--- src/rtl/dfp_arb_pkg.sv ---
// Shared types and constants for the dfp memory-port arbiter.
// Optional feature macro: DFP_ARB_ROUND_ROBIN_EN (see dfp_arbiter.sv).
package dfp_arb_pkg;

  localparam int NUM_REQ_DEF = 2;
  localparam int ADDR_W_DEF  = 32;
  localparam int LINE_W_DEF  = 256;
  localparam int OWNER_W     = $clog2(NUM_REQ_DEF);

  typedef logic [LINE_W_DEF-1:0] line_t;

  typedef enum logic {
    IDLE = 1'b0,
    BUSY = 1'b1
  } arb_state_t;

endpackage

--- src/rtl/dfp_arbiter_pick.sv ---
// Combinational first-set-bit search over a request vector, starting at
// start_idx and wrapping around. Tie start_idx to 0 for fixed priority.
module arb_pick #(
  parameter int N = 2,
  parameter int W = 1
) (
  input  logic [N-1:0] req,
  input  logic [W-1:0] start_idx,
  output logic [W-1:0] idx,
  output logic         valid
);

  // Walk the vector from start_idx; the first set bit found wins.
  always_comb begin
    int j;
    idx   = '0;
    valid = 1'b0;
    j     = 0;
    for (int k = 0; k < N; k++) begin
      j = (int'(start_idx) + k) % N;
      if (!valid && req[j]) begin
        valid = 1'b1;
        idx   = W'(j);
      end
    end
  end

endmodule

--- src/rtl/dfp_arbiter.sv ---
// Arbiter sharing one cacheline memory port (dfp_*) between NUM_REQ caches.
// A winner is picked in IDLE, registered as owner, and owns the port in BUSY
// until dfp_resp; req_resp pulses only to the owner in the dfp_resp cycle.
//
// Handshake: a requester raises req_read or req_write with addr/wdata and
// holds them stable up to and including the cycle its req_resp is high; the
// arbiter never preempts and ignores dfp_resp when no grant is outstanding.
//
// Macro DFP_ARB_ROUND_ROBIN_EN: when defined, the search starts at rr_ptr,
// which advances to owner+1 on every completion; when undefined, fixed
// priority (index 0 highest) and no rr_ptr.
module dfp_arbiter
  import dfp_arb_pkg::*;
#(
  parameter int NUM_REQ = NUM_REQ_DEF,
  parameter int ADDR_W  = ADDR_W_DEF,
  parameter int LINE_W  = LINE_W_DEF
) (
  input  logic                      clk,
  input  logic                      rst,
  input  logic [NUM_REQ*ADDR_W-1:0] req_addr,
  input  logic [NUM_REQ-1:0]        req_read,
  input  logic [NUM_REQ-1:0]        req_write,
  input  logic [NUM_REQ*LINE_W-1:0] req_wdata,
  output logic [NUM_REQ*LINE_W-1:0] req_rdata,
  output logic [NUM_REQ-1:0]        req_resp,
  output logic [ADDR_W-1:0]         dfp_addr,
  output logic                      dfp_read,
  output logic                      dfp_write,
  output logic [LINE_W-1:0]         dfp_wdata,
  input  logic [LINE_W-1:0]         dfp_rdata,
  input  logic                      dfp_resp,
  output arb_state_t                dbg_state
);

  localparam int OW = (NUM_REQ > 1) ? $clog2(NUM_REQ) : 1;

  arb_state_t    state_q, state_d;
  logic [OW-1:0] owner_q, owner_d;
  logic [OW-1:0] pick_start;
  logic [OW-1:0] pick_idx;
  logic          pick_valid;
  logic [NUM_REQ-1:0] req_any;

  assign req_any   = req_read | req_write;
  assign dbg_state = state_q;

`ifdef DFP_ARB_ROUND_ROBIN_EN
  logic [OW-1:0] rr_ptr_q, rr_ptr_d;
  assign pick_start = rr_ptr_q;
`else
  assign pick_start = '0;
`endif

  arb_pick #(
    .N (NUM_REQ),
    .W (OW)
  ) u_pick (
    .req       (req_any),
    .start_idx (pick_start),
    .idx       (pick_idx),
    .valid     (pick_valid)
  );

  // State, owner and round-robin pointer registers; reset acts immediately.
  always_ff @(posedge clk or posedge rst) begin
    if (rst) begin
      state_q  <= IDLE;
      owner_q  <= '0;
`ifdef DFP_ARB_ROUND_ROBIN_EN
      rr_ptr_q <= '0;
`endif
    end else begin
      state_q  <= state_d;
      owner_q  <= owner_d;
`ifdef DFP_ARB_ROUND_ROBIN_EN
      rr_ptr_q <= rr_ptr_d;
`endif
    end
  end

  // Next-state logic and owner-selected output muxing.
  always_comb begin
    state_d   = state_q;
    owner_d   = owner_q;
`ifdef DFP_ARB_ROUND_ROBIN_EN
    rr_ptr_d  = rr_ptr_q;
`endif
    dfp_read  = 1'b0;
    dfp_write = 1'b0;
    req_resp  = '0;
    // Address/data follow the owner always; they only matter while BUSY.
    dfp_addr  = req_addr[int'(owner_q)*ADDR_W +: ADDR_W];
    dfp_wdata = req_wdata[int'(owner_q)*LINE_W +: LINE_W];
    req_rdata = {NUM_REQ{dfp_rdata}};
    unique case (state_q)
      IDLE: begin
        if (pick_valid) begin
          owner_d = pick_idx;
          state_d = BUSY;
        end
      end
      BUSY: begin
        dfp_read  = req_read[owner_q];
        dfp_write = req_write[owner_q];
        if (dfp_resp) begin
          req_resp[owner_q] = 1'b1;
          state_d           = IDLE;
`ifdef DFP_ARB_ROUND_ROBIN_EN
          rr_ptr_d = OW'((int'(owner_q) + 1) % NUM_REQ);
`endif
        end
      end
      default: state_d = IDLE;
    endcase
  end

  // Illegal requester behaviour and output sanity (simulation only).
  a_owner_holds: assert property (@(posedge clk) disable iff (rst)
    (state_q == BUSY) |-> req_any[owner_q]);
  a_no_rd_wr: assert property (@(posedge clk) disable iff (rst)
    ((req_read & req_write) == '0));
  a_resp_onehot0: assert property (@(posedge clk) disable iff (rst)
    $onehot0(req_resp));

endmodule
--- config.mk ---
export PLATFORM = sky130hd
export DESIGN_NAME = dfp_arbiter
export DESIGN_NICKNAME = d
export VERILOG_FILES = /design/src/rtl/dfp_arb_pkg.sv /design/src/rtl/dfp_arbiter_pick.sv /design/src/rtl/dfp_arbiter.sv
export SDC_FILE = /design/constraint.sdc
export NUM_CORES = 1
export LEC_CHECK = 0
export CORE_AREA = 2 2 632 634
export DETAILED_ROUTE_END_ITERATION = 8
export DIE_AREA = 0 0 634 636
export GPL_ROUTABILITY_DRIVEN = 0
export GPL_TIMING_DRIVEN = 0
export PLACE_DENSITY_LB_ADDON = 0.25
export SLEW_MARGIN = 20
export SYNTH_ARGS = -nofsm -noshare
export SYNTH_HDL_FRONTEND = slang
export SYNTH_SLANG_ARGS = --single-unit
--- constraint.sdc ---
create_clock -name clk -period 2.8 [get_ports clk]
set_input_delay 0.42 -clock clk [delete_from_list [all_inputs] [get_ports clk]]
set_output_delay 0.42 -clock clk [all_outputs]
set_load 0.01 [all_outputs]
After elaboration in Yosys (flattened, before gate mapping)

Cells that the tools add are included.

Latch bits: 0
Memory bits (writable): 0
ROM bits: 0
Memories kept: 0
Register bits after elaboration: 2

Shift-type cells: 2
Reduce and logical (&&, ||, !) cells: 4
Magnitude comparators: 2
Bitwise operators: 2
Multiply operators: 0
$add $sub $neg: 0
Div/mod/pow operators: 0
Eq/ne operators: 0
Mux-type cells: 16

Operators with widths:

| operator              | number |
|---|---|
| $shiftx A512 B10 Y256 | 1 |
| $shiftx A64 B7 Y32    | 1 |
| $mux W1               | 12 |
| $mux W2               | 2 |
| $logic_and A1 B1 Y1   | 2 |
| $lt A1 B2 Y1 const B  | 1 |
| $or A2 B2 Y2          | 1 |
| $pmux W1 S2           | 1 |
| $reduce_and A2 Y1     | 1 |
| $demux W1 S1          | 1 |
| $ge A1 B1 Y1 const B  | 1 |
| $logic_not A1 Y1      | 1 |
| $not A1 Y1            | 1 |

Depth between registers and ports, before layout

Gate-level depths: netlist of run 1.

Depth after elaboration: 7
Mapped depth: 4
Gate-level depth less buffers: 2

Hierarchy

Synthesis of run 1 repeated with hierarchy kept, for this count alone.

Cells, all modules: 853
Area total of the unflattened synthesis: 8698.3 µm²

Modules (own cells, without submodules):

| module      | seq. area each (µm²) | times used | cells each | area each (µm²) |
|---|---|---|---|---|
| dfp_arbiter | 50.0                 | 1          | 850        | 8680.8 |
| arb_pick    | 0.0                  | 1          | 3          | 17.5 |

Worst setup path before layout of run 1

OpenSTA, ideal clock, no wires.

Path kind: register to output
From: register owner_q
To: output port dfp_addr[10]
Stages on the path, launching flop included: 5
Slack: 1.290 ns
Path buffers: 3
Data arrival time: 1.090 ns
Cell sequence: dfrtp_1 -> buf_6 -> buf_8 -> buf_8 -> mux2_4

Word-level cells in the longest chain between the ends: 1

Ends and longest elaborated chain:

| element                | RTL line          | RTL |
|---|---|---|
| from (decl)            | dfp_arbiter.sv:39 | `logic [OW-1:0] owner_q, owner_d;` |
| from (signal assigned) | dfp_arbiter.sv:75 | `owner_q <= owner_d;` |
| $shiftx A64 B7 Y32     | dfp_arbiter.sv:93 | `dfp_addr = req_addr[int'(owner_q)*ADDR_W +: ADDR_W];` |
| to (decl)              | dfp_arbiter.sv:27 | `output logic [ADDR_W-1:0] dfp_addr,` |

Every way passes these cells.

Worst setup path after layout of run 1

From: register owner_q
To: output port dfp_wdata[55]

Word-level cells in the longest chain between the ends: 1

Ends and longest elaborated chain:

| element               | RTL line          | RTL |
|---|---|---|
| $shiftx A512 B10 Y256 | dfp_arbiter.sv:94 | `dfp_wdata = req_wdata[int'(owner_q)*LINE_W +: LINE_W];` |
| to (decl)             | dfp_arbiter.sv:30 | `output logic [LINE_W-1:0] dfp_wdata,` |

Every way passes these cells.

==> impl_metrics.ini, run 1 <==
[logic_synthesis]
synth_seq_cells = 2
yosysUniqueCellTypes = 18
syn_nets = 1687
synth_seq_area_share_pct = 0.5770
postSynthAreaPerCell_um2 = 10.23
syn_area_mm2 = 0.008673
yosys_warnings = 0
synth_cells = 848

[power_and_ir_drop]
comb_power_share_pct = 96.8
intPower_mw = 4.031
p_per_area_mw_per_mm2 = 270.2
vdd_drop_max_mv = 0.1449
power.switching_mw = 3.923
p_sw_share_pct = 49.33
seq_power_share_pct = 0.5
p_leak_nw = 10.61
pwr-share-clk_pct = 2.7

[sta]
setup_violations = 0
period_needed_ps = 2727
hold_viol = 0
whs_ps = 387.5
setup_ws_ps = 72.62
fmax_mhz = 366.7
period_share_pct = 97.41
drv_slew = 0
worstMarginPinSlew_ps = 1043
rsz0062_at_grt = no
maxSlewHeadroom_pct = 30.72
fin_worst_skew_ps = 0.07341

[clock_network]
path_clk_slew_ps = 30
cts_tree = built
clock_path_buffers = 2
cts_sinks = 2
cts_htree_levels = 1
clk_latency_ps = 220
cts_buffers = 3
cts_hold_buf = 0
cts.root.buffer_cell = clkbuf_16

[global_routing]
first_global_vias = 12970
antenna_found_initial = 287
grt_pass1_wl_um = 299000
grt_usage_pct = 12.89
grt_max_degree = 11
overflow = 0

[placement]
placedCellCount = 7500
port-buffer-count = 1387
hpwl_um = 263200
post-place-ws_ps = -487.7

[final_layout]
nFillCells = 46560
syn_to_final_growth_pct = 239.4
fin_util_pct = 7.413
drive_gt1_share_pct = 40.10
stdcell_count = 7576
final_common_cell = clkdlybuf4s50_1
final_nets = 3083
final_cell_mix = clkdlybuf4s50_1, buf_4, mux2_4

[setup_path]
start_kind = flop
crit_required_ps = 2380
worstPathArrival_ps = 2310
critPathKind = flop to output pin
path_max_fanout = 10
setup.worst_path.end_class = output pin

[min_path]
hold_path.class = primary input to asynchronous set/reset pin

[route]
vias = 13290
dr.first_iter.drc_count = 480
viasPerCell = 1.754
ant_nets = 0
drc = 0
routedWlPerCell_um = 35.89
wl_um = 271900
firstDrtPassIters = 6

[floorplanning]
ios = 1644
dieHeight_um = 636
die_w_um = 634
row_count = 232
die_area_mm2 = 0.4032
coreArea_mm2 = 0.3971
start_util_pct = 2.184

[run]
cap_violations = 0

[status]
run_status = complete, no violations
## cell usage after synthesis (all sizes together)
library cell / number / area share (%)
nor2b: 2 / 0.14
o21ba: 1 / 0.12
dfrtp: 2 / 0.58
inv: 1 / 0.043
mux2: 288 / 49
and3: 1 / 0.072
nor2: 2 / 0.087
nand2: 1 / 0.043
o22a: 1 / 0.10
buf: 545 / 49
mux2i: 2 / 0.23
or4: 1 / 0.087
o21a: 1 / 0.087
## layout make-up
cell class / count / area [um2] / area share [%]
tap: 5265 / 6588 / 22.38
buffer: 545 / 4347 / 14.77
inverter: 1 / 3.754 / 0.01275
sequential: 2 / 50.05 / 0.1700
clock buffer: 3 / 75.07 / 0.2550
antenna: 69 / 172.7 / 0.5866
timing repair buffer: 1391 / 13870 / 47.12
multi-input combinational: 300 / 4329 / 14.71
## worst max-delay path, cell delays in order, from the launching register on
cell and delay, ps:
dfrtp_1 340, buf_8 190, buf_12 210, buf_8 200, mux2_4 330, clkdlybuf4s50_1 750
## through the flow
| stage | area (um2) | TNS, ps | power (mW) |
|---|---|---|---|
| floorplan | 8673 | 0 | 2.767 |
| global placement | 29140 | -15990 | 8.208 |
| detailed placement | 29110 | -12460 | 8.168 |
| CTS | 29260 | -4.869 | 8.377 |
| global route | 29330 | 0 | 8.329 |
| finish | 29440 | 0 | 7.954 |
## sequential cells by signal (all words and copies together) (netlist names)
register	count
dbg_state	1
owner_q	1
## power groups by stage
stage	Clock (mW)	Sequential (mW)	Combinational (mW)
finish	0.216	0.0380	7.70
CTS	0.219	0.0380	8.12
detailed placement	0	0.0376	8.13
global route	0.223	0.0387	8.07
global placement	0	0.0379	8.17
floorplan	0	0.0362	2.73
## routing by layer
metal | part of all wire [%] | track usage [%] | wire length, um
met1 | 36 | 13.74 | 98520
met2 | 45 | 20.85 | 121100
met3 | 16 | 9.016 | 43570
met4 | 2.8 | 2.436 | 7487
met5 | 0.45 | 0 | 1210
## logic make-up after synthesis
logic type / count (synthesis) / synth area share (%)
AO/OA/AOI/OAI: 3 / 0.3030
AND/OR/NAND/NOR: 7 / 0.4328
buffers and inverters: 546 / 49.51
flip-flops: 2 / 0.5771
multiplexers: 290 / 49.18
## what timing repair did
action                                  in CTS  in global routing
setup buffers                                4                  0
gates cloned                                 0                  0
endpoints found under the setup margin     137                  1
pin swaps                                    0                  0
gates resized for setup                    232                  1
## final timing paths
check | from | to | slack, ps | cells past startpoint
max | owner_q$_DFFE_PP0P_ | dfp_wdata[55] | 70 | 5
min | rst | dbg_state$_DFF_PP0_ | 390 | 2
max reg2reg | owner_q$_DFFE_PP0P_ | owner_q$_DFFE_PP0P_ | 1440 | 4
min reg2reg | dbg_state$_DFF_PP0_ | owner_q$_DFFE_PP0P_ | 750 | 1
max in group asynchronous | rst | owner_q$_DFFE_PP0P_ | 2300 | 2
min in group clk | dbg_state$_DFF_PP0_ | owner_q$_DFFE_PP0P_ | 750 | 1
Note: power is estimated with default switching activity, not from simulation.
==> run 2, diff against run 1 <==
- CAP_MARGIN: not set -> 20
- CORE_AREA: 2 2 632 634 -> 2 2 633 635
- DIE_AREA: 0 0 634 636 -> 0 0 635 637
- SYNTH_HIERARCHICAL: not set -> 1
==> impl_metrics.ini, run 2 <==
[sta]
worstMarginPinSlew_ps = 884.2
fin_worst_skew_ps = 0.8106
period_needed_ps = 2733
period_share_pct = 97.62
whs_ps = 382.8
maxSlewHeadroom_pct = 40.87
rsz0062_at_grt = no
setup_violations = 0
drv_slew = 0
fmax_mhz = 365.9
setup_ws_ps = 66.74
hold_viol = 0
tns_ps = 0

[route]
ant_nets = 0
drc = 0
viasPerCell = 1.767
dr.first_iter.drc_count = 631
wl_um = 285000
firstDrtPassIters = 5
routedWlPerCell_um = 37.70
vias = 13350

[logic_synthesis]
synth_seq_area_share_pct = 0.5754
synth_seq_cells = 2
syn_area_mm2 = 0.008698
yosys.area.top_type = mux2_4
async_reset_ff_share_pct = 100.0
synth_ff_type = dfrtp_1
yosysTopAreaCellShare_pct = 46.09
synthTopCellsByCount = buf_4, mux2_4, mux2_2, buf_8, buf_6
synth_cells = 853
postSynthAreaPerCell_um2 = 10.20
yosysUniqueCellTypes = 19
syn_nets = 1692
synth_edf_count = 0
yosys_warnings = 6
synth.most_common_cell = buf_4
synth.area.top_cells = mux2_4, buf_4, buf_8

[global_routing]
grt_max_degree = 11
overflow = 0
antenna_found_initial = 302
grt_pass1_wl_um = 315100
grt_usage_pct = 13.50
first_global_vias = 12920

[clock_network]
cts.root.buffer_cell = clkbuf_16
cts_htree_levels = 1
clock_path_buffers = 2
cts_sinks = 2
clk_latency_ps = 220
path_clk_slew_ps = 30
cts_tree = built
cts_buffers = 3
cts_setup_buffers = 0

[setup_path]
critPathMaxStageDelay_ps = 800
cpMaxStageDelayCell = clkdlybuf4s50_1
timing.critical_path.mode_cell = buf_12
path_delay_family = buffers and inverters
crit_chain = buf_12 > buf_12 > buf_8 > mux2_4 > clkdlybuf4s50_1
worstPathArrival_ps = 2310
critPathKind = flop to output pin
start_kind = flop
cp.buffers_inverters = 4
path_max_fanout = 10
crit_required_ps = 2380
setup.worst_path.end_class = output pin
reg2reg_slack_ps = 1470

[final_layout]
final_cell_mix = clkdlybuf4s50_1, buf_4, mux2_4
final_nets = 3085
fin_util_pct = 7.379
seqCellArea_um2 = 50.05
syn_to_final_growth_pct = 237.6
nFillCells = 46520
drive_gt1_share_pct = 39.71
multiInputGateArea_mm2 = 0.004347
final_common_cell = clkdlybuf4s50_1

[power_and_ir_drop]
vdd_drop_max_mv = 0.2190
total_power_mw = 14.96
p_per_area_mw_per_mm2 = 509.4
p_leak_nw = 10.64

[floorplanning]
dieHeight_um = 637
start_util_pct = 2.186
row_count = 232
ios = 1644
coreArea_mm2 = 0.3980
die_area_mm2 = 0.4045
die_w_um = 635

[run]
cap_violations = 0

[status]
run_status = complete, no violations

[placement]
port-buffer-count = 1387
hpwl_um = 276600
post-place-ws_ps = -531.7

[min_path]
hold_path.class = primary input to asynchronous set/reset pin
[run 2: stage by stage]
stage / instance area, um2 / instances
after detailed placement: 29180 / 7506
after CTS: 29250 / 7509
after global placement: 29170 / 7505
after floorplan: 8698 / 853
final: 29370 / 7559
after global routing: 29290 / 7528
[run 2: area by class of cell]
type | count | area share, %
timing repair buffer | 1388 | 47.18
inverter | 3 | 0.03834
tap | 5265 | 22.43
multi-input combinational | 303 | 14.80
antenna | 50 | 0.4260
clock buffer | 3 | 0.2556
buffer | 545 | 14.69
sequential | 2 | 0.1704
[run 2: what timing repair did]
action                     4_1_cts  5_1_grt
gates resized for setup        214        2
hold buffers                     0        0
setup endpoints to repair      175        1
pin swaps                        0        0
[run 2: layer usage]
metal / GRT usage, % / share of wire [%]
met5: 0 / 0.39
met4: 2.174 / 2.5
met3: 9.858 / 16
met2: 20.72 / 42
met1: 15.18 / 39
[run 2: power breakdown]
part	switching, mW	internal (mW)
logic	8.07	6.61
registers	0.0226	0.0440
clock network	0.0327	0.182
total	8.12	6.84
[run 2: cell families (layout without fill, tap and decap cells)]
family                 count (synthesis)  in the layout  synth area share [%]
DFF                                    2              2                0.5754
other                                  1             51               0.04311
muxes                                291            291                 49.17
and+or+nand+nor                        9              9                0.5898
AOI/OAI and AO/OA                      2              2                0.1727
buffers and inverters                548           1939                 49.45
[run 2: worst paths after layout]
kind | startpoint | cells past startpoint | end
min | rst | 2 | owner_q$_DFFE_PP0P_
max | owner_q$_DFFE_PP0P_ | 5 | dfp_wdata[44]
min reg2reg | dbg_state$_DFF_PP0_ | 1 | dbg_state$_DFF_PP0_
max reg2reg | owner_q$_DFFE_PP0P_ | 4 | owner_q$_DFFE_PP0P_
max in group asynchronous | rst | 2 | dbg_state$_DFF_PP0_
min in group clk | dbg_state$_DFF_PP0_ | 1 | dbg_state$_DFF_PP0_
==> run 3, diff against run 2 <==
- CAP_MARGIN: 20 -> 0
- CORE_AREA: 2 2 633 635 -> 2 2 632 634
- DIE_AREA: 0 0 635 637 -> 0 0 634 636
- SYNTH_HIERARCHICAL: 1 -> not set
==> results of run 3 <==
The final DEF is identical to that of run 1; final timing and power are the same.
